`src/rtl/alu_arbiter.sv`:
```
`default_nettype none
// ============================================================================
// Module   : alu_arbiter
// Purpose  : Two-requester arbiter in front of a shared combinational ALU.
//            A granted request's operands are latched, presented to the ALU
//            for one cycle, and the result is held in a response register
//            until the consumer accepts it.
//            Each operation takes at least three cycles:
//            IDLE (accept) -> EXEC (capture result) -> DONE (hand off).
// Ports    : clk, rst (async, active-low)
//            req0_*/req1_* : valid/ready handshake, operands a/b, opcode op
//            alu_a/alu_b/alu_op -> shared ALU, alu_y <- ALU result
//            rsp_valid/rsp_ready/rsp_id/rsp_data : response handshake
//            busy : not IDLE; done_cnt : completed responses (wraps)
// Config   : ALU_ARBITER_FIXED_PRIO_EN - when defined, requester 0 always
//            wins contention and the round-robin state is removed.
// Revision : 1.0 - initial release
// ============================================================================
module alu_arbiter #(
  parameter int WIDTH = 32,
  parameter int CNT_W = 16
) (
  input  logic             clk,
  input  logic             rst,
  input  logic             req0_valid,
  output logic             req0_ready,
  input  logic [WIDTH-1:0] req0_a,
  input  logic [WIDTH-1:0] req0_b,
  input  logic [2:0]       req0_op,
  input  logic             req1_valid,
  output logic             req1_ready,
  input  logic [WIDTH-1:0] req1_a,
  input  logic [WIDTH-1:0] req1_b,
  input  logic [2:0]       req1_op,
  output logic [WIDTH-1:0] alu_a,
  output logic [WIDTH-1:0] alu_b,
  output logic [2:0]       alu_op,
  input  logic [WIDTH-1:0] alu_y,
  output logic             rsp_valid,
  input  logic             rsp_ready,
  output logic             rsp_id,
  output logic [WIDTH-1:0] rsp_data,
  output logic             busy,
  output logic [CNT_W-1:0] done_cnt
);

  typedef enum logic [1:0] {
    IDLE = 2'd0,
    EXEC = 2'd1,
    DONE = 2'd2
  } state_t;

  state_t           state;
  state_t           state_nxt;
  logic             grant;      // id of the requester that would win now
  logic             accept;     // a request is taken this cycle
  logic             any_valid;
  logic [WIDTH-1:0] op_a;
  logic [WIDTH-1:0] op_b;
  logic [2:0]       op_code;
  logic             op_id;

  assign any_valid = req0_valid | req1_valid;

`ifdef ALU_ARBITER_FIXED_PRIO_EN
  // Requester 0 always has priority.
  always_comb begin
    grant = req0_valid ? 1'b0 : 1'b1;
  end
`else
  logic last_grant;

  // On contention the requester not served last wins; otherwise the sole
  // valid requester wins. With no valid, grant is a don't-care.
  always_comb begin
    if (req0_valid && req1_valid) begin
      grant = ~last_grant;
    end else begin
      grant = req0_valid ? 1'b0 : 1'b1;
    end
  end

  always_ff @(posedge clk or negedge rst) begin
    if (!rst) begin
      last_grant <= 1'b1;   // requester 0 wins the first contention
    end else if (accept) begin
      last_grant <= grant;
    end
  end
`endif

  // State register
  always_ff @(posedge clk or negedge rst) begin
    if (!rst) begin
      state <= IDLE;
    end else begin
      state <= state_nxt;
    end
  end

  // Next state and handshake outputs. The rst term keeps ready low while
  // reset is held even though the state already reads IDLE.
  always_comb begin
    state_nxt  = state;
    accept     = 1'b0;
    req0_ready = 1'b0;
    req1_ready = 1'b0;
    case (state)
      IDLE: begin
        if (rst && any_valid) begin
          accept     = 1'b1;
          req0_ready = ~grant;
          req1_ready = grant;
          state_nxt  = EXEC;
        end
      end
      EXEC: begin
        state_nxt = DONE;
      end
      DONE: begin
        if (rsp_ready) begin
          state_nxt = IDLE;
        end
      end
      default: begin
        state_nxt = IDLE;
      end
    endcase
  end

  // Operand latch, response register and completion counter
  always_ff @(posedge clk or negedge rst) begin
    if (!rst) begin
      op_a      <= '0;
      op_b      <= '0;
      op_code   <= '0;
      op_id     <= 1'b0;
      rsp_valid <= 1'b0;
      rsp_data  <= '0;
      rsp_id    <= 1'b0;
      done_cnt  <= '0;
    end else begin
      if (accept) begin
        op_a    <= grant ? req1_a  : req0_a;
        op_b    <= grant ? req1_b  : req0_b;
        op_code <= grant ? req1_op : req0_op;
        op_id   <= grant;
      end
      if (state == EXEC) begin
        rsp_data  <= alu_y;
        rsp_id    <= op_id;
        rsp_valid <= 1'b1;
      end
      if ((state == DONE) && rsp_ready) begin
        rsp_valid <= 1'b0;
        done_cnt  <= done_cnt + CNT_W'(1);
      end
    end
  end

  // The ALU only ever sees latched operands, so requester inputs may change
  // freely once accepted.
  assign alu_a  = op_a;
  assign alu_b  = op_b;
  assign alu_op = op_code;
  assign busy   = (state != IDLE);

endmodule
`default_nettype wire

```
`config.mk`:
```
export PLATFORM = sky130hd
export DESIGN_NAME = alu_arbiter
export DESIGN_NICKNAME = d
export VERILOG_FILES = /design/src/rtl/alu_arbiter.sv
export SDC_FILE = /design/constraint.sdc
export NUM_CORES = 1
export LEC_CHECK = 0
export CORE_MARGIN = 3
export CORE_UTILIZATION = 39
export DETAILED_ROUTE_END_ITERATION = 8
export PLACE_DENSITY = 0.91
export SLEW_MARGIN = 20
export SYNTH_ARGS = -nofsm -noshare
export SYNTH_HDL_FRONTEND = slang
export SYNTH_SLANG_ARGS = --single-unit
```
`constraint.sdc`:
```
create_clock -name clk -period 1.9 [get_ports clk]
set_input_delay 0.475 -clock clk [delete_from_list [all_inputs] [get_ports clk]]
set_output_delay 0.475 -clock clk [all_outputs]
set_load 0.02 [all_outputs]
```
# After elaboration in Yosys (flattened, before gate mapping)
# Index checks and enable logic that the tools add are counted.
# totals
ff_bits	121
mem_count	0
ramBits	0
latchBits	0
wordCells	41
romBits	0
# op_classes
n_addsub	1
n_mux	16
multipliers	0
n_eq_ne	4
div	0
reduce_logical	7
n_lt_le_gt_ge	0
shifts	0
n_bitwise	3
# op_table
op	count
32-bit 2-to-1 mux	2
16-bit by 1-bit adder with 16-bit output (second input constant)	1
1-bit 2-to-1 mux	10
2-bit one-hot mux with 3 select lines	1
2-bit 2-to-1 mux	2
2-bit inequality test (second input constant)	2
2-bit nonzero test	2
1-bit logical AND	3
3-bit 2-to-1 mux	1
2-bit by 1-bit equality test with 1-bit output (second input constant)	1
2-bit equality test (second input constant)	1
2-bit zero test	1
1-bit NOT	2
2-bit AND reduction	1
1-bit OR	1

# Depth between registers and ports, before layout
# logic_depth
ltp_word	5
ltp_mapped	7
mapped_depth_nobuf	5

# Worst setup path before layout
# OpenSTA, ideal clock, no wires.
# synth_path
path_type	input to output
startpoint	input port req1_valid
endpoint	output port req0_ready
required_time_ns	1.425
n_path_buf	3
slack_ns	0.066
arrival_ns	1.359
stages	6
cell_sequence	inv_1 -> o21ai_1 -> buf_4 -> buf_6 -> buf_6 -> nor2_1
# synth_between
elab_chain_len	5
word_cells_on_any_way	7
classes_between	mux (3); bitwise (2); reduce/logical (2)
# synth_rtl
element	line_no	text
from (decl)	30	input logic req1_valid,
1-bit logical AND	76	if (req0_valid && req1_valid) begin
1-bit 2-to-1 mux	76	
1-bit NOT	112	req0_ready = ~grant;
1-bit 2-to-1 mux (*)	110	if (rst && any_valid) begin
1-bit 2-to-1 mux (*)	108	case (state)
to (decl)	26	output logic req0_ready,
# Every way passes the cells marked *; elsewhere a longest branch is shown, timed or not.

# Final worst setup path
# layout_path
startpoint	register state[0]
endpoint	output port req1_ready
# layout_between
elab_chain_len	2
# layout_rtl
element	line_no	text
from (decl)	53	state_t state;
from (signal assigned)	97	state <= state_nxt;
2-bit zero test	108	
1-bit 2-to-1 mux	108	
to (decl)	31	output logic req1_ready,
# Every way passes these cells.

==> impl_metrics.toml <==
[status]
status = "finished, violations left"
violations = "setup timing"

[logic_synthesis]
yosys_warnings = 0
syn-num-nets = 615
synthCells = 443
ys_seq_area_share_pct = 57.8
avgSynthCellArea_um2 = 11.8
synth_seq_cells = 121
synth_cell_types = 30
netlist_area_um2 = 5250

[flow_run]
drv_cap = 0

[sta]
holdWs_ns = 0.232
tns_ns = -0.0710
slew_headroom_pct = 42.5
setup_viol = 2
finalHoldViolCount = 0
final.period_utilization_pct = 102
layout_setup_ws_ns = -0.0408
drv_slew = 0
fmax_ghz = 0.515
rsz0062_at_grt = "true"
tightest_slew_ns = 0.862
skew_ns = 0.00709
min_period_ns = 1.94

[clock_network]
cts_max_path_buffers = 2
cts_made_buffers = 17
clkSlewWorstSetupHoldPaths_ns = 0.05
cts_root_buf = "clkbuf_16"
tritoncts = "done"
cts.sinks = 121
clkLatencyLatePin_ns = 0.40
htree_levels = 4

[route]
via_count = 4505
first_pass_iters = 4
wire_per_inst_um = 16.7
drtIter0Drc = 165
antenna_left = 0
routed_wl_mm = 15.6
vias_per_cell = 4.82
drc = 0

[global_routing]
antenna_found_initial = 1
overflow = 0
grt_pass1_wl_mm = 24.0
grt_pass1_vias = 4727
grt_max_degree = 135
track_usage_pct = 21.0

[worst_setup_path]
critPathMaxStageDelay_ns = 0.39
arrival_ns = 1.47
critical_path.max_fanout = 4
worstSetupEndpoint = "req1_ready"
critPathKind = "flop to output pin"
path_depth = 5
rr_worst_depth = 13
reg2reg_from = "state[0]$_DFFE_PN0P_"
worst-path-buf-inv = 2
critical_path.cell_chain = "nor2_2 > o211ai_1 > inv_1 > and2_4 > buf_6"
cp.required_ns = 1.42
cp_slowest_cell = "dfrtp_1"
path_delay_family = "flip-flops"
cp-end-kind = "output pin"
critPathLaunchType = "flop"
critPathLaunch = "state[0]$_DFFE_PN0P_"
ff2ff_setup_slack_ns = 0.06
worstReg2RegEnd = "last_grant$_DFFE_PN1P_"

[power]
power_density_nw_per_um2 = 1410
p_total_mw = 12.7
p_leak_nw = 4.50
peakVddDrop_v = 0.000669

[placed_design]
portBuffers = 290
gp_congestion = 0.782
place_hpwl_mm = 11.9

[floorplanning]
io-pin-count = 291
start_util_pct = 40.7
die_area_um2 = 14900
die_h_um = 122
die_width_um = 122
core_area_um2 = 12900
rows = 41

[layout]
nNetsFinal = 922
syn2layout_area_growth_pct = 71.7
seq_area_um2 = 3030
multi_input_area_um2 = 2040
final_cell_mix = "clkdlybuf4s50_1 (233), dfrtp_1 (120), nand2_1 (71)"
fillCellCount = 894
drive_gt1_share_pct = 13.1
final_common_cell = "clkdlybuf4s50_1"

[worst_hold_path]
hold_class = "input port to asynchronous set/reset pin"
-- metal layers --
metal / part of all wire (%) / GRT usage (%) / wire length, um / vias to the layer above
met5: 0 / 0 / 0 / -
met4: 2.4 / 8.47 / 369 / 0
met3: 8.7 / 7.47 / 1350 / 32
met2: 53 / 37.6 / 8290 / 204
met1: 36 / 22.5 / 5560 / 2134
li1: - / - / - / 2135
-- final cells by class --
type	count	share of cell area, %
clock buffer	21	5.11
antenna	1	0.0278
inverter	5	0.208
timing repair buffer	315	35.2
clock inverter	9	0.848
sequential	121	33.6
tap	172	2.39
multi-input combinational	290	22.6
-- worst min-delay path by stage --
stage	slack [ns]	to	from
6_report	0.23	rsp_data[9]$_DFFE_PN0N_	rst
5_1_grt	0.27	rsp_data[9]$_DFFE_PN0N_	rst
4_1_cts	0.24	alu_a[29]$_DFFE_PN0P_	rst
3_5_place_dp	0.47	alu_b[19]$_DFFE_PN0P_	alu_b[19]$_DFFE_PN0P_
3_3_place_gp	0.46	alu_a[19]$_DFFE_PN0P_	alu_a[19]$_DFFE_PN0P_
2_1_floorplan	0.18	alu_a[0]$_DFFE_PN0P_	rst
-- power breakdown --
part	total, mW	internal [mW]	switching (mW)
Clock	2.92	1.84	1.08
Sequential	4.22	3.64	0.585
Combinational	5.54	2.75	2.79
Total	12.7	8.22	4.46
-- cell families after synthesis --
logic type               after synthesis  share of synthesized area [%]
AO/OA/AOI/OAI                         74                           7.11
multiplexers                         100                           19.9
XOR/XNOR                              15                           2.50
buffers and inverters                 32                           3.79
adder cells (fa/ha/maj)                1                          0.239
flip-flops                           121                           57.8
AND/OR/NAND/NOR                      100                           8.73
-- registers in the layout, indices dropped and copies added, names as in the netlist --
signal	cells
alu_op	3
done_cnt	16
state	2
rsp_valid	1
rsp_id	1
alu_a	32
alu_b	32
rsp_data	32
op_id	1
last_grant	1
-- worst register-to-register path: stages, from the launching register on --
cell,delay [ns]
dfrtp_1,0.37
nor2_2,0.06
o211ai_1,0.16
inv_1,0.11
buf_4,0.14
buf_4,0.12
buf_4,0.12
buf_4,0.11
buf_4,0.12
buf_4,0.12
buf_4,0.12
buf_4,0.13
nor2_2,0.07
nor2_1,0.04
-- Yosys cell counts --
cell type	number	area, um^2
dfrtp_1	120	3000
nand2_1	71	267
mux2i_1	67	671
o21ai_0	62	310
mux2_2	33	372
buf_4	11	82.6
xnor2_1	10	87.6
o21ai_1	9	45.0
nor2_1	7	26.3
buf_2	6	30.0
clkbuf_1	6	22.5
inv_1	5	18.8
nand3_1	5	25.0
xor2_1	5	43.8
buf_6	4	45.0
and2_1	3	18.8
and3_1	3	18.8
a21oi_1	2	10.0
nand2b_1	2	12.5
nand4_1	2	12.5
and4_1	1	8.76
and4_4	1	11.3
and4b_2	1	11.3
dfstp_2	1	26.3
ha_1	1	12.5
nand4_4	1	21.3
nand4b_1	1	8.76
nor3_2	1	10.0
o211ai_1	1	7.51
or2_2	1	6.26
-- through the flow --
| stage | instances | utilization (%) | setup WS (ns) | cell area, um^2 |
|---|---|---|---|---|
| 2_1_floorplan | 443 | - | 0.0664 | 5250 |
| 3_3_place_gp | 894 | 64.7 | -0.591 | 8340 |
| 3_5_place_dp | 894 | 64.7 | -0.682 | 8340 |
| 4_1_cts | 931 | 69.2 | -0.0737 | 8910 |
| 5_1_grt | 934 | 69.9 | -0.128 | 9000 |
| 6_report | 934 | 69.9 | -0.0408 | 9000 |
-- repair_timing --
| action | in CTS | in global routing |
|---|---|---|
| buffers inserted | 7 | 2 |
| hold endpoints to repair | 0 | 0 |
| resized for setup | 36 | 36 |
| hold buffers | 0 | 0 |
| gates cloned | 0 | 0 |
| pin swaps | 3 | 3 |
| setup endpoints to repair | 89 | 40 |
Power figures use the tool's default switching activity.
==> patch 1: new RTL, config.mk and constraints unchanged <==
The parameter `WIDTH` goes from 32 to 24.
--- a/src/rtl/alu_arbiter.sv
+++ b/src/rtl/alu_arbiter.sv
@@ -17,7 +17,7 @@
 // Revision : 1.0 - initial release
 // ============================================================================
 module alu_arbiter #(
-  parameter int WIDTH = 32,
+  parameter int WIDTH = 24,
   parameter int CNT_W = 16
 ) (
   input  logic             clk,
Ports: changed (8 resized); port bits go from 291 to 227. No check against the original RTL was run, so the function may have changed too.
==> patch 1 against the original RTL <==
Count of clock-buffer cells in the layout down 7. Utilization down 3.7 points. Setup slack better by 85 ps. Area after synthesis down 20%. Final area down 23%. Non-clock buffer count down 73. Clock power down 52%. Wire length down 24%. Via count down 21%. Power down 28%. Sequential cell count down 24. Critical endpoint unchanged. Highest routed layer unchanged.
==> patch 1: results <==
{
  "hold_ws_ps": 263,
  "synth_compound_area_share_pct": 7.20,
  "yosysSeqAreaShare_pct": 57.8,
  "synth.distinct_cells": 29,
  "pg_seq_mw": 3.39,
  "drt-met1-wl_mm": 4.11,
  "grtUsageMet3_pct": 6.05,
  "synth_common_cells": "dfrtp_1 (96), nand2_1 (60), mux2i_1 (51)",
  "synth_adder_area_share_pct": 0.298,
  "met3_length_mm": 1.03,
  "antenna_cells": 0,
  "synth_area_leaders": "dfrtp_1 (57%), mux2i_1 (12%), mux2_2 (6.7%)",
  "wl_met2_mm": 6.44,
  "fin_ws_ps": 43.8,
  "reg2reg_depth": 6,
  "status": "finished clean",
  "grt_pass1_vias": 3699,
  "routed-via-count": 3556,
  "ctsHtreeMaxLevel": 3,
  "clock_latency_ps": 360,
  "intPower_mw": 5.78,
  "grtUsageMet1_pct": 20.0,
  "arrival_ps": 1380,
  "r2r_slack_ps": 260,
  "grt.total_usage_pct": 19.5,
  "muxShareOfSynthArea_pct": 18.8,
  "worstSetupStartpointType": "register",
  "port-buffer-count": 226,
  "grt_max_degree": 58,
  "gp_congestion": 0.767,
  "drive_gt1_share_pct": 11.4,
  "wl_per_cell_um": 16.2,
  "reg2reg_from": "last_grant$_DFFE_PN1P_",
  "grt_pass1_wl_mm": 18.0,
  "antenna_found_initial": 0,
  "syn_nets": 489,
  "yosys.area_share.xor_xnor_pct": 3.13,
  "layout.cells.non_filler": 731,
  "peakVddDrop_mv": 0.715,
  "clock_tree.root_cell": "clkbuf_8",
  "worst_pin_slew_ps": 619,
  "detailed_place_hpwl_mm": 9.28,
  "skew_ps": 13.5,
  "leakage_nw": 3.24,
  "pg_comb_mw": 4.35,
  "dr.first_iter.drc_count": 66,
  "cts_made_buffers": 9,
  "r2r-end": "alu_b[13]$_DFFE_PN0P_",
  "synth_cells": 357,
  "pwr_density_cell_nw_per_um2": 1320,
  "clk_pin_slew_ps": 90,
  "dp_cells": 714
}
[patch 1: cell count changes after synthesis, moves of 3 or more]
cell,unedited run,this run
dfrtp_1,120,96
nand2_1,71,60
buf_4,11,8
and2_1,3,0
and3_1,3,0
o21ai_0,62,44
buf_6,4,0
nand3_1,5,2
mux2i_1,67,51
mux2_2,33,25
[patch 1: layout make-up]
class	instances	area, um2
Clock inverter	2	35.0
Fill cell	819	3510
Clock buffer	14	173
Multi-Input combinational cell	233	1670
Sequential cell	97	2430
Timing Repair Buffer	242	2400
Inverter	7	26.3
Tap cell	136	170
[patch 1: repair_timing]
| item | 4_1_cts | 5_1_grt |
|---|---|---|
| setup buffers | 1 | 0 |
| pin swaps | 1 | 0 |
| gates resized for setup | 23 | 8 |
| gates cloned | 0 | 0 |
| endpoints found under the setup margin | 16 | 8 |
[patch 1: cells by family (layout without fill, tap and decap cells)]
kind of cell,count (synthesis),after routing
buf+inv,27,265
simple gates,82,82
mux,76,76
compound gates,59,59
fa+ha+maj,1,1
xor+xnor,15,15
flops,97,97
==> patch 2: new RTL, same flow settings <==
Without the edit above. The 3 states of `state_t` get a one-hot encoding in 3 bits.
--- a/src/rtl/alu_arbiter.sv
+++ b/src/rtl/alu_arbiter.sv
@@ -44,10 +44,10 @@
   output logic [CNT_W-1:0] done_cnt
 );
 
-  typedef enum logic [1:0] {
-    IDLE = 2'd0,
-    EXEC = 2'd1,
-    DONE = 2'd2
+  typedef enum logic [2:0] {
+    IDLE = 3'b001,
+    EXEC = 3'b010,
+    DONE = 3'b100
   } state_t;
 
   state_t           state;
Check against the original RTL: no difference found for any inputs over 4 cycles, from zero or initial values and one cycle with rst low; so few cycles prove little.
==> patch 2 against the original RTL <==
The run still ends with setup timing left. Sequential cell count rose by 1. Power rose by 4.1%. Final area rose by 0.88%. Wire length rose by 5.9%. Non-clock buffer count fell by 6. Setup slack improved by 1.9 ps. Global-route usage rose by 0.50 points. Utilization rose by 0.61 points. Area after synthesis rose by 0.17%. Critical path type unchanged. Largest power group unchanged.
==> patch 2: results <==
{
  "grt_max_degree": 71,
  "layout.nets": 920,
  "non_clock_buffer_area_share_pct": 34.4,
  "inv_count": 1,
  "n_all_buffers": 309,
  "r2r-end": "alu_a[7]$_DFFE_PN0P_",
  "dr.first_iter.drc_count": 239,
  "grt.total_usage_pct": 21.5,
  "synth_adder_area_share_pct": 0.238,
  "drt-met1-wl_mm": 5.49,
  "muxShareOfSynthArea_pct": 19.8,
  "sh_seq_area_pct": 33.6,
  "syn_area_per_cell_um2": 11.8,
  "dp_cells": 900,
  "antenna_found_initial": 0,
  "routed-via-count": 4578,
  "wl_met2_mm": 9.00,
  "status": "complete, but fails checks",
  "fin_ws_ps": -38.9,
  "yosys.area_share.xor_xnor_pct": 2.50,
  "place_area_um2": 8410,
  "clkCellAreaFrac_pct": 6.53,
  "synth.distinct_cells": 32,
  "crit_fanout": 3,
  "grt_use_met2_pct": 40.4,
  "dp_slack_ps": -596,
  "violations": "setup timing",
  "setup_viol": 2,
  "ys_ff_latch": 122,
  "fin_tns_setup_ps": -75.1,
  "seqPwrFrac_pct": 32.8,
  "post_cts_buffers": 1
}
[patch 2: cell count changes in the layout (fill, tap and decap cells not counted), moves of 4 or more]
cell             delta
buf_4               -7
a21oi_1            +66
dlygate4sd2_1      +11
nor2_1             +70
o21ai_0            -62
inv_1               -4
dlymetal6s2s_1      +6
o21ai_1             -8
clkdlybuf4s50_1    -17
nand2_1            -60
[patch 2: worst min-delay path by stage]
stage / from / slack, ps / endpoint / depth (start not counted)
floorplan: rst / 180 / alu_a[0]$_DFFE_PN0P_ / 0
global placement: rsp_valid$_DFFE_PN0P_ / 460 / rsp_valid$_DFFE_PN0P_ / 1
detailed placement: done_cnt[15]$_DFFE_PN0P_ / 470 / done_cnt[15]$_DFFE_PN0P_ / 1
CTS: rst / 250 / rsp_data[22]$_DFFE_PN0N_ / 2
global route: rst / 290 / done_cnt[7]$_DFFE_PN0P_ / 2
finish: rst / 240 / rsp_data[22]$_DFFE_PN0N_ / 2
